## src/rtl/bn_demux_1_n_stream_if.sv

```systemverilog
// Stream bundle for the 1-to-N demultiplexer: one producer side, N consumer channels.
// The master modport is the producer/consumer environment; the slave modport is the demux.
interface bn_demux_1_n_stream_if #(
    parameter int DATA_WIDTH = 4,
    parameter int ADDR_WIDTH = 2,
    parameter int OUTPT_SIZE = 2 ** ADDR_WIDTH,
    parameter int CNT_WIDTH  = 8
);
    logic [DATA_WIDTH-1:0]                  din;
    logic [ADDR_WIDTH-1:0]                  sel;
    logic                                   in_last;
    logic                                   in_valid;
    logic                                   in_ready;
    logic [OUTPT_SIZE-1:0][DATA_WIDTH-1:0]  dout;
    logic [OUTPT_SIZE-1:0]                  out_valid;
    logic [OUTPT_SIZE-1:0]                  out_ready;
    logic [CNT_WIDTH-1:0]                   beat_cnt;
    logic                                   lock_active;

    modport master (
        output din, sel, in_last, in_valid, out_ready,
        input  in_ready, dout, out_valid, beat_cnt, lock_active
    );

    modport slave (
        input  din, sel, in_last, in_valid, out_ready,
        output in_ready, dout, out_valid, beat_cnt, lock_active
    );
endinterface

```

## src/rtl/bn_demux_1_n_stream.sv

```systemverilog
// Registered 1-to-N stream demux with one output register per channel and a beat counter.
// Define BN_DEMUX_PACKET_LOCK_EN to hold the destination channel for a whole packet.
module bn_demux_1_n_stream #(
    parameter int DATA_WIDTH = 4,
    parameter int ADDR_WIDTH = 2,
    parameter int OUTPT_SIZE = 2 ** ADDR_WIDTH,
    parameter int CNT_WIDTH  = 8
) (
    input  logic               clk,
    input  logic               rst_n,
    bn_demux_1_n_stream_if.slave bus
);
    localparam logic [ADDR_WIDTH:0] L_SIZE = OUTPT_SIZE[ADDR_WIDTH:0];

    logic [ADDR_WIDTH-1:0]                  w_dst;
    logic                                   w_in_range;
    logic                                   w_in_ready;
    logic                                   w_accept;
    logic [OUTPT_SIZE-1:0]                  w_load;
    logic [OUTPT_SIZE-1:0]                  w_drain;

    logic [OUTPT_SIZE-1:0][DATA_WIDTH-1:0]  r_dout;
    logic [OUTPT_SIZE-1:0]                  r_out_valid;
    logic [CNT_WIDTH-1:0]                   r_beat_cnt;

`ifdef BN_DEMUX_PACKET_LOCK_EN
    localparam logic [0:0] ST_IDLE   = 1'b0;
    localparam logic [0:0] ST_LOCKED = 1'b1;

    logic [0:0]            r_state;
    logic [ADDR_WIDTH-1:0] r_lock_ch;

    assign w_dst = (r_state == ST_LOCKED) ? r_lock_ch : bus.sel;

    // A multi-beat packet pins its first beat's channel until the last beat is taken.
    always_ff @(posedge clk or negedge rst_n) begin
        if (!rst_n) begin
            r_state   <= ST_IDLE;
            r_lock_ch <= '0;
        end else if (w_accept) begin
            if (r_state == ST_IDLE && !bus.in_last) begin
                r_state   <= ST_LOCKED;
                r_lock_ch <= bus.sel;
            end else if (r_state == ST_LOCKED && bus.in_last) begin
                r_state <= ST_IDLE;
            end
        end
    end

    assign bus.lock_active = (r_state == ST_LOCKED);
`else
    logic w_unused_last;

    assign w_unused_last   = bus.in_last;
    assign w_dst           = bus.sel;
    assign bus.lock_active = 1'b0;
`endif

    // Readiness looks only at the addressed channel, so a stalled neighbour never blocks.
    assign w_in_range = ({1'b0, w_dst} < L_SIZE);
    assign w_in_ready = w_in_range && (!r_out_valid[w_dst] || bus.out_ready[w_dst]);
    assign w_accept   = bus.in_valid && w_in_ready;

    for (genvar gi = 0; gi < OUTPT_SIZE; gi++) begin : g_chan
        assign w_load[gi]  = w_accept && (w_dst == ADDR_WIDTH'(gi));
        assign w_drain[gi] = r_out_valid[gi] && bus.out_ready[gi];
    end

    always_ff @(posedge clk or negedge rst_n) begin
        if (!rst_n) begin
            r_dout      <= '0;
            r_out_valid <= '0;
            r_beat_cnt  <= '0;
        end else begin
            for (int k = 0; k < OUTPT_SIZE; k++) begin
                if (w_load[k]) begin
                    r_dout[k]      <= bus.din;
                    r_out_valid[k] <= 1'b1;
                end else if (w_drain[k]) begin
                    r_out_valid[k] <= 1'b0;
                end
            end
            if (w_accept) begin
                r_beat_cnt <= r_beat_cnt + 1'b1;
            end
        end
    end

    assign bus.in_ready  = w_in_ready;
    assign bus.dout      = r_dout;
    assign bus.out_valid = r_out_valid;
    assign bus.beat_cnt  = r_beat_cnt;
endmodule

```

## src/flat_wrapper.sv

```systemverilog
// flat-port wrapper written by rule: the top's interface ports become plain ports
module bn_demux_1_n_stream_flat 
#(
    parameter int DATA_WIDTH = 4,
    parameter int ADDR_WIDTH = 2,
    parameter int OUTPT_SIZE = 2 ** ADDR_WIDTH,
    parameter int CNT_WIDTH  = 8
)
  (clk, rst_n, bus_din, bus_sel, bus_in_last, bus_in_valid, bus_out_ready, bus_in_ready, bus_dout, bus_out_valid, bus_beat_cnt, bus_lock_active);
  bn_demux_1_n_stream_if #(.DATA_WIDTH(DATA_WIDTH), .ADDR_WIDTH(ADDR_WIDTH), .OUTPT_SIZE(OUTPT_SIZE), .CNT_WIDTH(CNT_WIDTH)) bus_i ();
  input  logic clk;
  input  logic rst_n;
  input wire logic [$bits(bus_i.din)-1:0] bus_din;
  input wire logic [$bits(bus_i.sel)-1:0] bus_sel;
  input wire logic [$bits(bus_i.in_last)-1:0] bus_in_last;
  input wire logic [$bits(bus_i.in_valid)-1:0] bus_in_valid;
  input wire logic [$bits(bus_i.out_ready)-1:0] bus_out_ready;
  output wire logic [$bits(bus_i.in_ready)-1:0] bus_in_ready;
  output wire logic [$bits(bus_i.dout)-1:0] bus_dout;
  output wire logic [$bits(bus_i.out_valid)-1:0] bus_out_valid;
  output wire logic [$bits(bus_i.beat_cnt)-1:0] bus_beat_cnt;
  output wire logic [$bits(bus_i.lock_active)-1:0] bus_lock_active;
  assign bus_i.din = bus_din;
  assign bus_i.sel = bus_sel;
  assign bus_i.in_last = bus_in_last;
  assign bus_i.in_valid = bus_in_valid;
  assign bus_i.out_ready = bus_out_ready;
  assign bus_in_ready = bus_i.in_ready;
  assign bus_dout = bus_i.dout;
  assign bus_out_valid = bus_i.out_valid;
  assign bus_beat_cnt = bus_i.beat_cnt;
  assign bus_lock_active = bus_i.lock_active;
  bn_demux_1_n_stream #(.DATA_WIDTH(DATA_WIDTH), .ADDR_WIDTH(ADDR_WIDTH), .OUTPT_SIZE(OUTPT_SIZE), .CNT_WIDTH(CNT_WIDTH)) u_core (.clk(clk), .rst_n(rst_n), .bus(bus_i));
endmodule
```

## config.mk

```make
export PLATFORM = sky130hd
export DESIGN_NAME = bn_demux_1_n_stream_flat
export DESIGN_NICKNAME = d
export VERILOG_FILES = /design/src/rtl/bn_demux_1_n_stream_if.sv /design/src/rtl/bn_demux_1_n_stream.sv /design/src/flat_wrapper.sv
export SDC_FILE = /design/constraint.sdc
export NUM_CORES = 1
export LEC_CHECK = 0
export BUFFER_PORTS_ARGS = -buffer_cell sky130_fd_sc_hd__buf_4
export CAP_MARGIN = 20
export CELL_PAD_IN_SITES_DETAIL_PLACEMENT = 1
export CELL_PAD_IN_SITES_GLOBAL_PLACEMENT = 2
export CORE_MARGIN = 4
export CORE_UTILIZATION = 32
export CTS_BUF_LIST = sky130_fd_sc_hd__clkbuf_4 sky130_fd_sc_hd__clkbuf_8
export DETAILED_ROUTE_END_ITERATION = 6
export GPL_TIMING_DRIVEN = 0
export PLACE_DENSITY = 0.86
export SLEW_MARGIN = 20
export SYNTH_ARGS = -nofsm -noshare
export SYNTH_HDL_FRONTEND = slang
export SYNTH_SLANG_ARGS = --single-unit
```

## constraint.sdc

```tcl
create_clock -name clk -period 2 [get_ports clk]
set_clock_uncertainty 0.2 [all_clocks]
set_input_delay 0.2 -clock clk [delete_from_list [all_inputs] [get_ports clk]]
set_output_delay 0.2 -clock clk [all_outputs]
set_load 0.01 [all_outputs]
```

==> summary.md <==
| Metric | Value |
|---|---|
| Post-Route WL | 2940 um |
| Io pins | 44 |
| Standby leakage power | between 0.0008 and 0.0009 uW |
| Area growth syn-to-layout | 44.1% |
| N_diodes | 0 |
| Part of the power in combinational logic | 31.2% |
| Worst-Skew Late Latency | between 0.2 and 0.3 ns |
| Post-Synthesis Cells | 85 |
| I/O Buffers | between 40 and 50 |
| Commonest non-fill, non-tap cell in the layout | buf_4 |
| Core Region | 0.00344 mm^2 |
| Sink Count | 28 |
| Delay-heaviest family, CP | multiplexers |
| Die X | 68.8 um |
| FF-to-FF path depth | 5 |
| Crit share post-route | 93.6% |
| Cell-internal power | 1310 uW |
| Final HPWL DP | 2080 um |
| Synth Warn # | 0 |
| Area share of the largest cell type after synthesis | 59.3% |
| Startpoint class of the critical path | flop |
| Total track usage | 13.0% |
| Fill cells | roughly 370 |
| Yosys reg bits | 28 |
| Final Hold Fails | 0 |
| Vias in the first global route | 897 |
| Initial Utilization | roughly a third |
| Crit path kind | flop to flop |
| Vias | 880 |
| Worst hold path depth | 3 |
| Max FO, Critical Path | 4 |
| Routed Antenna Nets | 0 |
| Largest net degree at the start of global routing | 29 |
| Crit end category | flop |
| Die Span Y | roughly 69 um |
| Worst Hold Slack | 0.0286 ns |
| Worst-path cell chain | nand2b_4 -> mux4_2 -> buf_4 -> nand2_4 -> mux2_4 |
| Crit-path max cell delay | 0.52 ns |
| Peak supply drop | 0.318 mV |
| Status | completed |
| Area contributors post-synth | dfrtp_1, mux2_2, xnor2_1 |
| Die ar. | 0.00473 mm^2 |
| First-pass GRT wire length | between 4000 and 5000 um |
| Flop2flop setup slack | 0.13 ns |
| Max-cap violations | 0 |
| Post-synth cell types | 22 |
| Gr ovfl total | 0 |
| Unrepaired setup endpoints after global routing | no |
| Most frequent cells in the layout | buf_4, dfrtp_1, mux2_2 |
| Synth Cell Area | 0.00118 mm^2 |
| Syn Area/Cell | 13.9 um^2 |
| CP max-delay cell | mux4_2 |
| H-tree levels | 1 |
| CTS Buf Count | 3 |
| CTS tree | yes |
| Drc violations | 0 |
| Fmax | 0.534 GHz |
| Vias per cell | 4.76 |
| Yosys top cell by area | dfrtp_1 |
| CTS Buffer Depth | 2 |
| Max-slew violations | 0 |
| Setup_tns | 0 ns |
| Sequential element share of the synthesized area | 59.3% |
| Final nets | 155 |
| Final setup viols | 0 |
| Clk pwr share | 23.5% |
| Min-delay worst type | input port to flop |
| Crit path required time | 1.96 ns |
| Syn_nets | 100 |
| Seq pwr share | 45.3% |
| NetSw | 538 uW |
| Switching Share | 29.0% |
| Root buf cell | clkbuf_8 |
| Layout cells sized above 1 | 50.4% |
| Worst-path clk slew | 0.09 ns |
| Standard-cell rows | 21 |
| Crit path buf inv count | 1 |
| Crit path time final | 1.87 ns |
| Pre-antenna DRT Iters | 2 |
| Initial antenna violation count | 0 |
| Pwr Density | 1090 mW/mm^2 |
| WL/cell | ~16 um |
| Detailed Route Iter0 Violations | 22 |
| Levels on crit path | 5 |
| Routability cong. | 0.734 |
| WP data arrival | 1.83 ns |
[through the flow]
step           instance area [um^2]  power [uW]  utilization (%)  instances  setup WS (ns)
2_1_floorplan                  1180        1090                -         85          0.216
3_3_place_gp                   1550        1390             45.0        172          0.198
3_5_place_dp                   1550        1410             45.0        172          0.180
4_1_cts                        1690        1880             49.1        183         0.0469
5_1_grt                        1700        1970             49.5        185         0.0875
6_report                       1700        1850             49.5        185          0.129
[power by group through the flow]
| stage | Clock, uW | Sequential, uW | Combinational [uW] |
|---|---|---|---|
| finish | 436 | 840 | 577 |
| global route | 480 | 861 | 632 |
| CTS | 456 | 841 | 583 |
| detailed placement | 0 | 848 | 566 |
| global placement | 0 | 837 | 551 |
| floorplan | 0 | 889 | 200 |
[registers in the layout (all words and copies together) (netlist names)]
name                  cells
u_core.bus.dout          16
u_core.bus.beat_cnt       8
u_core.bus.out_valid      4
[synth_stat cells (all sizes together)]
library cell / count
nand2b: 4
conb: 1
dfrtp: 28
and3: 4
mux2: 17
nand3: 6
xnor2: 7
nand2: 5
nor2: 1
buf: 2
nor2b: 2
mux4: 1
nand3b: 1
ha: 1
o21ai: 1
nand4: 2
and4: 2
[worst paths after layout]
check | from | endpoint
min reg2reg | u_core.bus.beat_cnt[7]$_DFFE_PN0P_ | u_core.bus.beat_cnt[7]$_DFFE_PN0P_
max reg2reg | u_core.bus.out_valid[3]$_DFFE_PN0P_ | u_core.bus.beat_cnt[1]$_DFFE_PN0P_
min in group asynchronous | rst_n | u_core.bus.dout[13]$_DFFE_PN0P_
max in group asynchronous | rst_n | u_core.bus.beat_cnt[5]$_DFFE_PN0P_
min | bus_sel[0] | u_core.bus.out_valid[3]$_DFFE_PN0P_
max | u_core.bus.out_valid[3]$_DFFE_PN0P_ | u_core.bus.beat_cnt[1]$_DFFE_PN0P_
[final cells by class]
type	instances	area, um^2	area share, %
Buffer	2	12.5	0.734
Clock buffer	3	41.3	2.42
Clock inverter	1	30.0	1.76
Multi-Input combinational cell	55	469	27.5
Sequential cell	28	701	41.1
Tap cell	46	57.6	3.38
Timing Repair Buffer	50	393	23.1
[kinds of logic (layout without fill, tap and decap cells)]
kind of cell / count (synthesis) / in the layout / share of synthesized area [%]
flops: 28 / 28 / 59.3
mux: 18 / 18 / 18.4
other cells: 1 / 1 / 0.317
buf+inv: 2 / 56 / 1.06
compound gates: 1 / 1 / 0.423
fa+ha+maj: 1 / 1 / 1.06
xor+xnor: 7 / 7 / 5.19
simple gates: 27 / 27 / 14.3
[timing repair]
item,4_1_cts,5_1_grt
setup endpoints to repair,0,1
gates resized for setup,0,0
hold endpoints to repair,47,0
setup buffers,0,2
hold buffers,7,0
[layer usage]
metal | track usage [%] | up-vias | share of wire (%)
met5 | 0 | - | 0
met4 | 5.84 | 0 | 1.7
met3 | 1.62 | 4 | 3.8
met2 | 22.2 | 21 | 53
met1 | 16.5 | 448 | 41
li1 | - | 407 | -
[worst min-delay path: stages]
cell and delay (ns):
buf_4 0.11, nand3_1 0.09, nand2_1 0.07
No activity file was read; power rests on OpenSTA's default activity.
